File: src/rtl/afvip_intr_pkg.sv
// Shared types and helpers for the AFVIP interrupt controller.
// The AFVIP_INTR_SYNC_EN macro (see afvip_intr_chan) adds input synchronisers.
package afvip_intr_pkg;

    localparam int AFVIP_INTR_MAX_CH = 32;
    localparam int AFVIP_INTR_IDX_W  = $clog2(AFVIP_INTR_MAX_CH);

    typedef enum logic {
        AFVIP_INTR_LEVEL = 1'b0,
        AFVIP_INTR_EDGE  = 1'b1
    } afvip_intr_mode_e;

    // Index of the lowest set bit, or 0 when no bit is set.
    function automatic logic [AFVIP_INTR_IDX_W-1:0] afvip_intr_prio_enc(
        input logic [AFVIP_INTR_MAX_CH-1:0] vec
    );
        logic [AFVIP_INTR_IDX_W-1:0] idx;
        idx = '0;
        for (int i = AFVIP_INTR_MAX_CH - 1; i >= 0; i--) begin
            if (vec[i]) idx = AFVIP_INTR_IDX_W'(i);
        end
        return idx;
    endfunction

endpackage

File: src/rtl/afvip_intr_chan.sv
// One interrupt channel: optional 2-flop synchroniser, edge/level detect,
// sticky pending and overrun. Build with AFVIP_INTR_SYNC_EN to enable the synchroniser.
module afvip_intr_chan
    import afvip_intr_pkg::*;
(
    input  logic             clk,
    input  logic             rst_n,
    input  logic             src,
    input  afvip_intr_mode_e mode,
    input  logic             clr,
    output logic             pending,
    output logic             overrun
);

    logic s;
    logic s_prev;
    logic edge_evt;
    logic level_evt;

`ifdef AFVIP_INTR_SYNC_EN
    logic sync_q1;
    logic sync_q2;

    always_ff @(posedge clk or negedge rst_n) begin
        if (!rst_n) begin
            sync_q1 <= 1'b0;
            sync_q2 <= 1'b0;
        end else begin
            sync_q1 <= src;
            sync_q2 <= sync_q1;
        end
    end

    assign s = sync_q2;
`else
    assign s = src;
`endif

    assign edge_evt  = (mode == AFVIP_INTR_EDGE)  & s & ~s_prev;
    assign level_evt = (mode == AFVIP_INTR_LEVEL) & s;

    // NOTE: every flop here uses non-blocking assignment so all channels and
    // the top-level output registers see the same pre-edge values.
    always_ff @(posedge clk or negedge rst_n) begin
        if (!rst_n) begin
            s_prev  <= 1'b0;
            pending <= 1'b0;
            overrun <= 1'b0;
        end else begin
            s_prev  <= s;
            // A new event beats a simultaneous clear.
            pending <= edge_evt | level_evt | (pending & ~clr);
            overrun <= (edge_evt & pending & ~clr) | (overrun & ~clr);
        end
    end

endmodule

File: src/rtl/afvip_intr_ctrl.sv
// Top of the AFVIP interrupt controller: NUM_CH channels, enable masking,
// lowest-index priority and registered outputs. Optional macro: AFVIP_INTR_SYNC_EN.
module afvip_intr_ctrl
    import afvip_intr_pkg::*;
#(
    parameter int NUM_CH = 8,
    parameter int ID_W   = (NUM_CH > 1) ? $clog2(NUM_CH) : 1
) (
    input  logic              clk,
    input  logic              rst_n,
    input  logic [NUM_CH-1:0] irq_src,
    input  logic [NUM_CH-1:0] irq_en,
    input  logic [NUM_CH-1:0] irq_edge,
    input  logic              clr_valid,
    input  logic [NUM_CH-1:0] clr_mask,
    output logic [NUM_CH-1:0] pending,
    output logic [NUM_CH-1:0] overrun,
    output logic              afvip_intr,
    output logic [ID_W-1:0]   irq_id,
    output logic              irq_id_valid
);

    logic [NUM_CH-1:0]            clr;
    logic [NUM_CH-1:0]            active;
    logic [AFVIP_INTR_MAX_CH-1:0] active_ext;
    logic [ID_W-1:0]              id_next;
    logic                         any_active;

    assign clr = {NUM_CH{clr_valid}} & clr_mask;

    for (genvar i = 0; i < NUM_CH; i++) begin : g_chan
        afvip_intr_chan u_chan (
            .clk     (clk),
            .rst_n   (rst_n),
            .src     (irq_src[i]),
            .mode    (afvip_intr_mode_e'(irq_edge[i])),
            .clr     (clr[i]),
            .pending (pending[i]),
            .overrun (overrun[i])
        );
    end

    // Enable only masks the outputs; pending capture is never gated.
    assign active     = pending & irq_en;
    assign active_ext = AFVIP_INTR_MAX_CH'(active);
    assign any_active = |active;
    assign id_next    = ID_W'(afvip_intr_prio_enc(active_ext));

    always_ff @(posedge clk or negedge rst_n) begin
        if (!rst_n) begin
            afvip_intr   <= 1'b0;
            irq_id       <= '0;
            irq_id_valid <= 1'b0;
        end else begin
            afvip_intr   <= any_active;
            irq_id       <= id_next;
            irq_id_valid <= any_active;
        end
    end

endmodule

File: config.mk
export PLATFORM = sky130hd
export DESIGN_NAME = afvip_intr_ctrl
export DESIGN_NICKNAME = d
export VERILOG_FILES = /design/src/rtl/afvip_intr_pkg.sv /design/src/rtl/afvip_intr_chan.sv /design/src/rtl/afvip_intr_ctrl.sv
export SDC_FILE = /design/constraint.sdc
export NUM_CORES = 1
export LEC_CHECK = 0
export ABC_CLOCK_PERIOD_IN_PS = 1200
export BUFFER_PORTS_ARGS = -buffer_cell sky130_fd_sc_hd__buf_2
export CAP_MARGIN = 0
export CORE_ASPECT_RATIO = 0.9
export CORE_MARGIN = 4
export CORE_UTILIZATION = 46
export DETAILED_ROUTE_END_ITERATION = 6
export PLACE_DENSITY = 0.78
export SETUP_SLACK_MARGIN = 0.02
export SKIP_LAST_GASP = 1
export SYNTH_ARGS = -nofsm -noshare
export SYNTH_HDL_FRONTEND = slang
export SYNTH_SLANG_ARGS = --single-unit
export TNS_END_PERCENT = 50
File: constraint.sdc
create_clock -name clk -period 1.2 [get_ports clk]
set_input_delay 0.24 -clock clk [delete_from_list [all_inputs] [get_ports clk]]
set_output_delay 0.24 -clock clk [all_outputs]
set_load 0.05 [all_outputs]
# Yosys cells after proc, flatten, opt, wreduce, memory -nomap -nowiden
# Cells that the tools add are included.
# totals
register_bits,28
in_bits,35
out_inout_bits,21
wordCells,141
# op_classes
mux,8
n_bitwise,106
n_reduce_logical,1
# op_table
cell,n
1-bit bitwise AND,56
3-bit two-way mux,8
1-bit inverter,24
1-bit bitwise OR,24
8-bit bitwise AND,2
8-bit OR reduction,1

# Depth between registers and ports, before layout
# Gate-level depths: netlist of run 1.
# logic_depth
word_depth,9
depth_mapped,4
depth_no_buf,3

# By module
# Synthesis of run 1 repeated with hierarchy kept, for this count alone.
# hier_totals
cells_unflattened,104
area_unflattened_um2,1153.6
# modules_own_cells
module,n_inst,cells_per_inst,area_per_inst_um2,seq_area_each_um2
afvip_intr_chan,8,9,108.9,75.1
afvip_intr_ctrl,1,32,282.8,100.1

# Worst setup path before layout of run 1
# No wires, ideal clock.
# synth_timing
kind,reg-to-output
startpoint,register irq_id_valid
endpoint,output port irq_id_valid
arrival_time_ns,0.886
required_ns,0.960
path_slack_ns,0.074
stages_incl_launch_ff,2
path_buffers,1
cell_sequence,dfrtp_1 > buf_4
# synth_rtl
item,line,text
start: declaration,afvip_intr_ctrl.sv:20,output logic irq_id_valid
start signal: assignment,afvip_intr_ctrl.sv:57,irq_id_valid <= any_active;
# No word-level cell between the ends.

# Worst setup path in the final report of run 1
# layout_timing
startpoint,register g_chan[6].u_chan.pending
endpoint,output port pending[6]
# layout_rtl
item,line,text
start: declaration,afvip_intr_chan.sv:11,"output logic pending,"
start signal: assignment,afvip_intr_chan.sv:52,pending <= edge_evt | level_evt | (pending & ~clr);
end: declaration,afvip_intr_ctrl.sv:16,"output logic [NUM_CH-1:0] pending,"
# No word-level cell between the ends.

==> results of run 1 <==
final timing paths:
path | startpoint | end
max | g_chan[6].u_chan.pending$_DFF_PN0_ | pending[6]
min | irq_src[1] | g_chan[1].u_chan.s_prev$_DFF_PN0_
max reg2reg | g_chan[6].u_chan.pending$_DFF_PN0_ | irq_id[1]$_DFF_PN0_
min reg2reg | g_chan[7].u_chan.overrun$_DFF_PN0_ | g_chan[7].u_chan.overrun$_DFF_PN0_
max in group asynchronous | rst_n | g_chan[1].u_chan.pending$_DFF_PN0_
min in group asynchronous | rst_n | g_chan[2].u_chan.pending$_DFF_PN0_
through the flow:
stage,hold WS [ps],power [mW],util (%)
floorplan,-55.59,1.598,-
global route,23.43,2.412,66.34
detailed placement,277.3,1.721,56.65
finish,42.10,2.294,66.34
CTS,28.70,2.258,63.52
global placement,275.6,1.699,56.65
critical path, delay by kind of cell (launching register included):
| kind | cells | cell delay, ps |
|---|---|---|
| DFF | 1 | 420 |
| buffers and inverters | 2 | 270 |
cells in the final DEF (no fill, tap or decap), drive strengths merged, types with 2 or more instances in the layout:
cell type / n
nand2: 22
a21oi: 8
a22o: 9
inv: 8
a32oi: 2
dfrtp: 28
a41oi: 8
clkbuf: 4
buf: 69
a221oi: 2
a22oi: 2
report_power, final:
part	internal (mW)	switching (mW)	leakage (nW)
Clock	0.186	0.254	0.0210
Sequential	1.03	0.0523	0.328
Combinational	0.300	0.473	0.504
timing repair:
item	4_1_cts	5_1_grt
setup buffers	11	2
hold buffers	1	0
endpoints found under the hold margin	28	0
resized for setup	17	27
endpoints found under the setup margin	19	23
synthesized netlist by cell type (all sizes together):
library cell	n
nor2	1
and2	1
a21oi	8
a221oi	2
nand3	1
nor2b	1
a22oi	2
a32oi	2
dfrtp	28
nand2	22
o21ai	1
inv	8
nand4	1
buf	19
a22o	9
a41oi	8
cell families after synthesis:
family | Yosys count | synth area share (%)
AOI/OAI and AO/OA | 32 | 21.80
DFF | 28 | 55.50
and+or+nand+nor | 27 | 8.722
buffers and inverters | 27 | 13.97
flip-flops by register name, summed over array words and instances (netlist names):
name                   cells
irq_id                     3
g_chan.u_chan.overrun      8
g_chan.u_chan.pending      8
g_chan.u_chan.s_prev       8
irq_id_valid               1
area by class of cell:
class,count,area [sq um],share of cell area [%]
clock buffers,4,36.28,2.161
inverters,8,30.03,1.788
well taps,28,35.03,2.086
multi-input cells,59,385.4,22.95
repair buffers,70,488.0,29.06
flip-flops and latches,28,704.4,41.95
layer usage:
metal  vias to the layer above  routed length, um
met1                       547               1083
li1                        498                  -
met3                         2                188
met4                         0                 19
met2                        34               1686
met5                         -                  0
==> results.toml, run 1 <==
[die]
core_area_sq_mm = 0.002531
ios = 56
rows = 17
die_x_um = 63.22
dieHeight_um = 57.70
die_area_sq_mm = 0.003648
initial_core_util_pct = 49.88

[power_and_ir_drop]
leakagePower_nw = 0.8526
ir_worst_vdd_uv = 1013
power.density_mw_per_mm2 = 1366

[cells_and_area]
syn_to_final_growth_pct = 33.00
antennaDiodeCount = 0
final_nets = 205
nFillCells = 211
final_area_sq_mm = 0.001679
layout.cells.non_filler = 197
drive_gt1_share_pct = 47.34

[placed_design]
place_ws_ps = 124.4
dp_cells = 179
hpwl_um = 2197
dpl_cell_area_sq_mm = 0.001434
portBuffers = 55
gp_congestion = 0.7390

[logic_synthesis]
yosysTopAreaCell = "dfrtp_1"
syn_area_sq_mm = 0.001262
ys_warn_count = 0
ys_top_cells_by_area = "dfrtp_1 (56%), buf_4 (11%), nand2_1 (6.5%)"
yosysUniqueCellTypes = 18
seq_area_frac_synth_pct = 55.50
synthesis.nets = 149
syn_area_per_cell_sq_um = 11.07
synth_top_area_share_pct = 55.50
synthCells = 114
synth_seq_cells = 28

[critical_path]
worstPathRequired_ps = 960
slowest_delay_ps = 420
start_kind = "flop"
critPathKind = "reg2out"
crit_arrival_ps = 1010
worst_setup_path_end_kind = "output port"
worstPathCellList = "buf_6 -> buf_8"
critPathSlowestCell = "dfrtp_1"
reg2reg_slack_ps = 10
crit_fanout = 2
reg2regPathDepth = 4

[drt]
drt_iter0_drc = 31
drt-pass1-iter-count = 4
drc = 0
vias = 1081
drt_wl_total_um = 2977
via_per_inst = 5.487
ant_nets = 0
wire_per_inst_um = 15.11

[sta]
relSlewSlack_pct = 59.28
worst_slew_pin_slew_ps = 610.7
finalSetupViolations = 1
tns_ps = -48.23
fin_ws_ps = -48.23
worst_clock_skew_ps = 8.491
period_minus_slack_ps = 1248
maxSlewViolCount = 0
hold_violations = 0
max_freq_ghz = 0.8011
finalCritPeriodShare_pct = 104.0
rsz0062_at_grt = "true"

[clock_tree]
clock_path_buffers = 2
root_buffer = "clkbuf_4"
cts_buffers = 3
path_clk_slew_ps = 140
cts_tree = "yes"
clkSinkCount = 28
htree_num_levels = 1
worstSkewPairLatency_ps = 320

[global_routing]
grt.total_usage_pct = 15.89
grt_pass1_vias = 1148
grt_pass1_wl_um = 4705
antenna_found_initial = 0
grtUsageMet2_pct = 30.38
globalRouteMet1Util_pct = 17.35
overflow = 0
globalRoute.busiestLayer = "met2"
grtUsageMet3_pct = 4.457
grt_max_degree = 29

[run_status]
outcome = "finished with violations"
violations = "negative setup slack"

[hold_path]
worstHoldPathCells = 1
hold_path_class = "in2reg"

[flow_run]
maxCapViolations = 0
(Power assumes the default switching activity.)
==> run 2, diff against run 1 <==
==> constraint.sdc (replaced) <==
create_clock -name clk -period 1.2 [get_ports clk]
set_input_delay 0.24 -clock clk [delete_from_list [all_inputs] [get_ports clk]]
set_output_delay 0.24 -clock clk [all_outputs]
set_load 0.005 [all_outputs]
==> run 2 against run 1 <==
- the run now ends clean
- sequential cell count stayed put
- register-to-register slack improved by 90 ps
- cell count fell by 5.6%
- core utilization decreased by 6.5 points
- clock-buffer cell count is 1 lower
- combinational power down 51%
- clock power decreased by 18%
- non-clock buffer count fell by 10
==> results.toml, run 2 (synthesis results as in run 1) <==
[hold_path]
hold_path_class = "in2reg"
worstHoldPathCells = 1

[critical_path]
crit_fanout = 2
slowest_delay_ps = 410
reg2regPathDepth = 3
worstPathCellList = "buf_6 -> buf_6"
crit_top_cell = "buf_6"
crit_arrival_ps = 960
worstPathRequired_ps = 960
start_kind = "flop"
worst_setup_path_end_kind = "output port"
critPathSlowestCell = "dfrtp_1"
critPathKind = "reg2out"

[cells_and_area]
final_nets = 195
largestRegisters = "g_chan.u_chan.overrun (8), g_chan.u_chan.pending (8), g_chan.u_chan.s_prev (8)"
nFillCells = 206
final_util_pct = 59.86
layout_common_cells = "buf_2 (54), dfrtp_1 (25), nand2_1 (22)"
syn_to_final_growth_pct = 20.02
layout.cells.non_filler = 186
drive_gt1_share_pct = 43.67
antennaDiodeCount = 0
layout.cells.most_common = "buf_2"
final_area_sq_mm = 0.001515

[drt]
vias = 1009
drt_iter0_drc = 50
wire_per_inst_um = 15.08
ant_nets = 0
via_per_inst = 5.425
drt-pass1-iter-count = 4
drt_wl_total_um = 2805
drc = 0

[placed_design]
hpwl_um = 2257
place_ws_ps = 118.2
dp_cells = 179
gp_congestion = 0.7393
portBuffers = 55
dpl_cell_area_sq_mm = 0.001434

[clock_tree]
cts_buffers = 3
root_buffer = "clkbuf_4"
htree_num_levels = 1
clkSinkCount = 28
path_clk_slew_ps = 130
worstSkewPairLatency_ps = 320
cts_tree = "yes"
clock_path_buffers = 2

[power_and_ir_drop]
share_clk_of_total_power_pct = 19.7
seqPwrFrac_pct = 59.5
power.density_mw_per_mm2 = 1214
ir_worst_vdd_uv = 710.7
share_comb_of_total_power_pct = 20.8
switchingPower_mw = 0.4880
p_total_mw = 1.839
switching_share_pct = 26.54
leakagePower_nw = 0.7740
p_int_mw = 1.351

[die]
core_area_sq_mm = 0.002531
dieHeight_um = 57.70
rows = 17
initial_core_util_pct = 49.88
die_area_sq_mm = 0.003648
ios = 56
die_x_um = 63.22

[sta]
max_freq_ghz = 0.8364
period_minus_slack_ps = 1196
worst_slew_pin_slew_ps = 606.0
tns_ps = 0
finalSetupViolations = 0
worst_clock_skew_ps = 6.210
rsz0062_at_grt = "true"
finalCritPeriodShare_pct = 99.63
relSlewSlack_pct = 59.60
fin_ws_ps = 4.445
maxSlewViolCount = 0
hold_violations = 0
holdWs_ps = 46.02

[run_status]
outcome = "complete, no violations"

[global_routing]
grt_pass1_wl_um = 4774
grt_max_degree = 29
grt.total_usage_pct = 16.40
antenna_found_initial = 0
overflow = 0
grt_pass1_vias = 1089

[flow_run]
maxCapViolations = 0
-- run 2: cell types whose count changed in the layout (fill, tap and decap cells not counted) --
cell      previous run  this run
buf_4               19         2
buf_2               37        54
clkbuf_8             1         0
buf_12               0         1
buf_8                1         0
buf_6               12         2
-- run 2: path summary, 6_finish.rpt --
path,start,end,slack [ps]
max in group asynchronous,rst_n,g_chan[2].u_chan.pending$_DFF_PN0_,310
hold reg to reg,g_chan[1].u_chan.pending$_DFF_PN0_,irq_id[1]$_DFF_PN0_,550
setup reg to reg,g_chan[7].u_chan.pending$_DFF_PN0_,irq_id[1]$_DFF_PN0_,100
setup / recovery,g_chan[6].u_chan.pending$_DFF_PN0_,pending[6],4
min in group asynchronous,rst_n,g_chan[7].u_chan.overrun$_DFF_PN0_,460
hold / removal,irq_src[1],g_chan[1].u_chan.s_prev$_DFF_PN0_,50
-- run 2: area by class of cell --
cell class,instances,area (sq um),area share (%)
Sequential cell,28,704.4,46.49
Multi-Input combinational cell,59,385.4,25.43
Timing Repair Buffer,60,337.8,22.30
Tap cell,28,35.03,2.312
Inverter,8,30.03,1.982
Clock buffer,3,22.52,1.486
-- run 2: worst max-delay path, delay by kind of cell, from the launching register on --
family | cells | cell delay, ps
flip-flops | 1 | 410
buffers and inverters | 2 | 220
-- run 2: power groups by stage --
stage	Sequential [mW]	Clock (mW)	Combinational (mW)
finish	1.09	0.363	0.382
detailed placement	1.11	0	0.349
global route	1.11	0.432	0.425
floorplan	1.10	0	0.231
CTS	1.10	0.382	0.364
global placement	1.11	0	0.333
-- run 2: timing repair --
item	4_1_cts	5_1_grt
hold endpoints to repair	28	0
resized for setup	4	1
setup endpoints to repair	4	8
hold buffers	1	0
buffers inserted	1	2
-- run 2: per-layer routing --
layer	track usage [%]	routed length (um)
met4	4.000	52
met1	17.61	1060
met5	0	0
met3	4.457	157
met2	32.03	1533
==> run 3, diff against run 2 <==
--- a/config.mk
+++ b/config.mk
@@ -12,6 +12,7 @@
 export CORE_MARGIN = 4
 export CORE_UTILIZATION = 46
 export DETAILED_ROUTE_END_ITERATION = 6
+export GPL_ROUTABILITY_DRIVEN = 0
 export PLACE_DENSITY = 0.78
 export SETUP_SLACK_MARGIN = 0.02
 export SKIP_LAST_GASP = 1
==> constraint.sdc (replaced) <==
create_clock -name clk -period 1.2 [get_ports clk]
set_input_delay 0 -clock clk [delete_from_list [all_inputs] [get_ports clk]]
set_output_delay 0 -clock clk [all_outputs]
set_load 0.005 [all_outputs]
==> run 3 against run 2 <==
- non-clock buffer count increased by 26
- clock-buffer cell count unchanged
- first-iteration DRC count decreased by 42%
- critical endpoint is now irq_id[1]$_DFF_PN0_
- worst setup slack improved by 76 ps
- sequential power about the same
- largest cell class unchanged
- worst hold slack got worse by 38 ps
- wire length increased by 16%
- global-route usage increased by 2.9 points
- largest power group unchanged
==> results.toml, run 3 (synthesis results as in run 1) <==
[run_status]
outcome = "complete, no violations"

[hold_path]
worstHoldPathCells = 3
worstHoldStart = "irq_edge[6]"
holdPathEnd = "g_chan[6].u_chan.pending$_DFF_PN0_"
hold_path_class = "in2reg"

[drt]
drc = 0
via_per_inst = 5.420
wire_per_inst_um = 15.37
drt_iter0_drc = 29
ant_nets = 0
drt_wl_total_um = 3259
drt-pass1-iter-count = 4
vias = 1149

[critical_path]
timing.rr.start = "g_chan[7].u_chan.pending$_DFF_PN0_"
critPathSlowestCell = "dfrtp_1"
critPathTopFamily = "compound AO/OA/AOI/OAI gates"
critPathKind = "reg2reg"
worst_setup_path_end_kind = "flop"
crit_arrival_ps = 1340
r2r-end = "irq_id[1]$_DFF_PN0_"
crit_top_cell = "a221oi_2"
reg2regPathDepth = 3
crit_buf_inv = 0
crit_fanout = 5
slowest_delay_ps = 440
start_kind = "flop"
worstPathRequired_ps = 1420
worstPathCellList = "a22o_1 -> a221oi_2 -> a221oi_2"
reg2reg_slack_ps = 80

[clock_tree]
htree_num_levels = 1
clock_path_buffers = 2
path_clk_slew_ps = 140
clkSinkCount = 28
cts_tree = "yes"
cts_buffers = 3
post-cts-setup-buffers = 0
worstSkewPairLatency_ps = 320
root_buffer = "clkbuf_4"

[sta]
finalCritPeriodShare_pct = 93.27
worst_clock_skew_ps = 5.617
rsz0062_at_grt = "true"
worst_slew_pin_slew_ps = 607.7
maxSlewViolCount = 0
period_minus_slack_ps = 1119
relSlewSlack_pct = 59.49
tns_ps = 0
hold_violations = 0
max_freq_ghz = 0.8935
finalSetupViolations = 0
fin_ws_ps = 80.75

[die]
die_x_um = 63.22
ios = 56
rows = 17
dieHeight_um = 57.70
initial_core_util_pct = 49.88
die_area_sq_mm = 0.003648
core_area_sq_mm = 0.002531

[global_routing]
grt_pass1_vias = 1265
grt_pass1_wl_um = 5506
overflow = 0
antenna_found_initial = 0
grt_max_degree = 29
grt.total_usage_pct = 19.28

[power_and_ir_drop]
power.density_mw_per_mm2 = 1075
leakagePower_nw = 0.8750
ir_worst_vdd_uv = 862.0

[cells_and_area]
final_nets = 221
layout_common_cells = "buf_2 (55), dlygate4sd3_1 (30), dfrtp_1 (28)"
syn_to_final_growth_pct = 39.35
antennaDiodeCount = 0
drive_gt1_share_pct = 34.78
nFillCells = 186
largestRegisters = "g_chan.u_chan.overrun (8), g_chan.u_chan.pending (8), g_chan.u_chan.s_prev (8)"
layout.cells.most_common = "buf_2"

[placed_design]
place_ws_ps = 104.9
portBuffers = 55
hpwl_um = 2265

[flow_run]
maxCapViolations = 0
[run 3: cell types whose count changed in the layout (fill, tap and decap cells not counted), moves of 2 or more]
| cell | change |
|---|---|
| dlygate4sd3_1 | +29 |
| dfrtp_1 | +3 |
| dfrtp_2 | -3 |
| buf_6 | -2 |
[run 3: through the flow]
| step | utilization [%] | std cells | power [mW] | hold slack, ps | instance area [sq um] |
|---|---|---|---|---|---|
| 4_1_cts | 69.40 | 212 | 1.911 | 0.8028 | 1757 |
| 3_3_place_gp | 56.65 | 179 | 1.440 | 34.89 | 1434 |
| 6_report | 69.50 | 212 | 1.892 | 8.084 | 1759 |
| 3_5_place_dp | 56.65 | 179 | 1.463 | 47.59 | 1434 |
| 5_1_grt | 69.50 | 212 | 2.015 | 6.430 | 1759 |
| 2_1_floorplan | - | 114 | 1.335 | -295.6 | 1262 |
[run 3: power breakdown]
group          internal, mW  switching, mW
clock                 0.118          0.251
sequential             1.03         0.0695
combinational         0.240          0.185
total                  1.39          0.506
[run 3: per-layer routing]
metal	vias up	wire, um	global-route usage, %
li1	533	-	-
met1	565	1170	20.05
met2	41	1861	38.20
met3	10	152	4.845
met4	0	74	5.846
met5	-	0	0
[run 3: how the worst max path moves through the flow]
stage | endpoint | cells after the start | start | slack [ps]
after global routing | irq_id[1]$_DFF_PN0_ | 3 | g_chan[7].u_chan.pending$_DFF_PN0_ | 20
after global placement | irq_id_valid$_DFF_PN0_ | 3 | g_chan[5].u_chan.pending$_DFF_PN0_ | 160
after CTS | irq_id[1]$_DFF_PN0_ | 3 | g_chan[7].u_chan.pending$_DFF_PN0_ | 80
final | irq_id[1]$_DFF_PN0_ | 3 | g_chan[7].u_chan.pending$_DFF_PN0_ | 80
after floorplan | irq_id[1]$_DFF_PN0_ | 3 | g_chan[6].u_chan.pending$_DFF_PN0_ | 180
after detailed placement | irq_id[1]$_DFF_PN0_ | 3 | g_chan[7].u_chan.pending$_DFF_PN0_ | 100
[run 3: what timing repair did]
action                                  4_1_cts  5_1_grt
resized for setup                             0        1
endpoints found under the hold margin        56        0
endpoints found under the setup margin        0        1
hold buffers                                 30        0
[run 3: worst register-to-register path, stage by stage (launching register included)]
cell	delay (ps)
dfrtp_1	440
a22o_1	250
a221oi_2	280
a221oi_2	50
[run 3: cell type report]
class | instances | area (sq um) | area share [%]
flip-flops and latches | 28 | 700.7 | 39.83
well taps | 28 | 35.03 | 1.991
multi-input cells | 59 | 387.9 | 22.05
repair buffers | 86 | 583.1 | 33.14
clock buffers | 3 | 22.52 | 1.280
inverters | 8 | 30.03 | 1.707
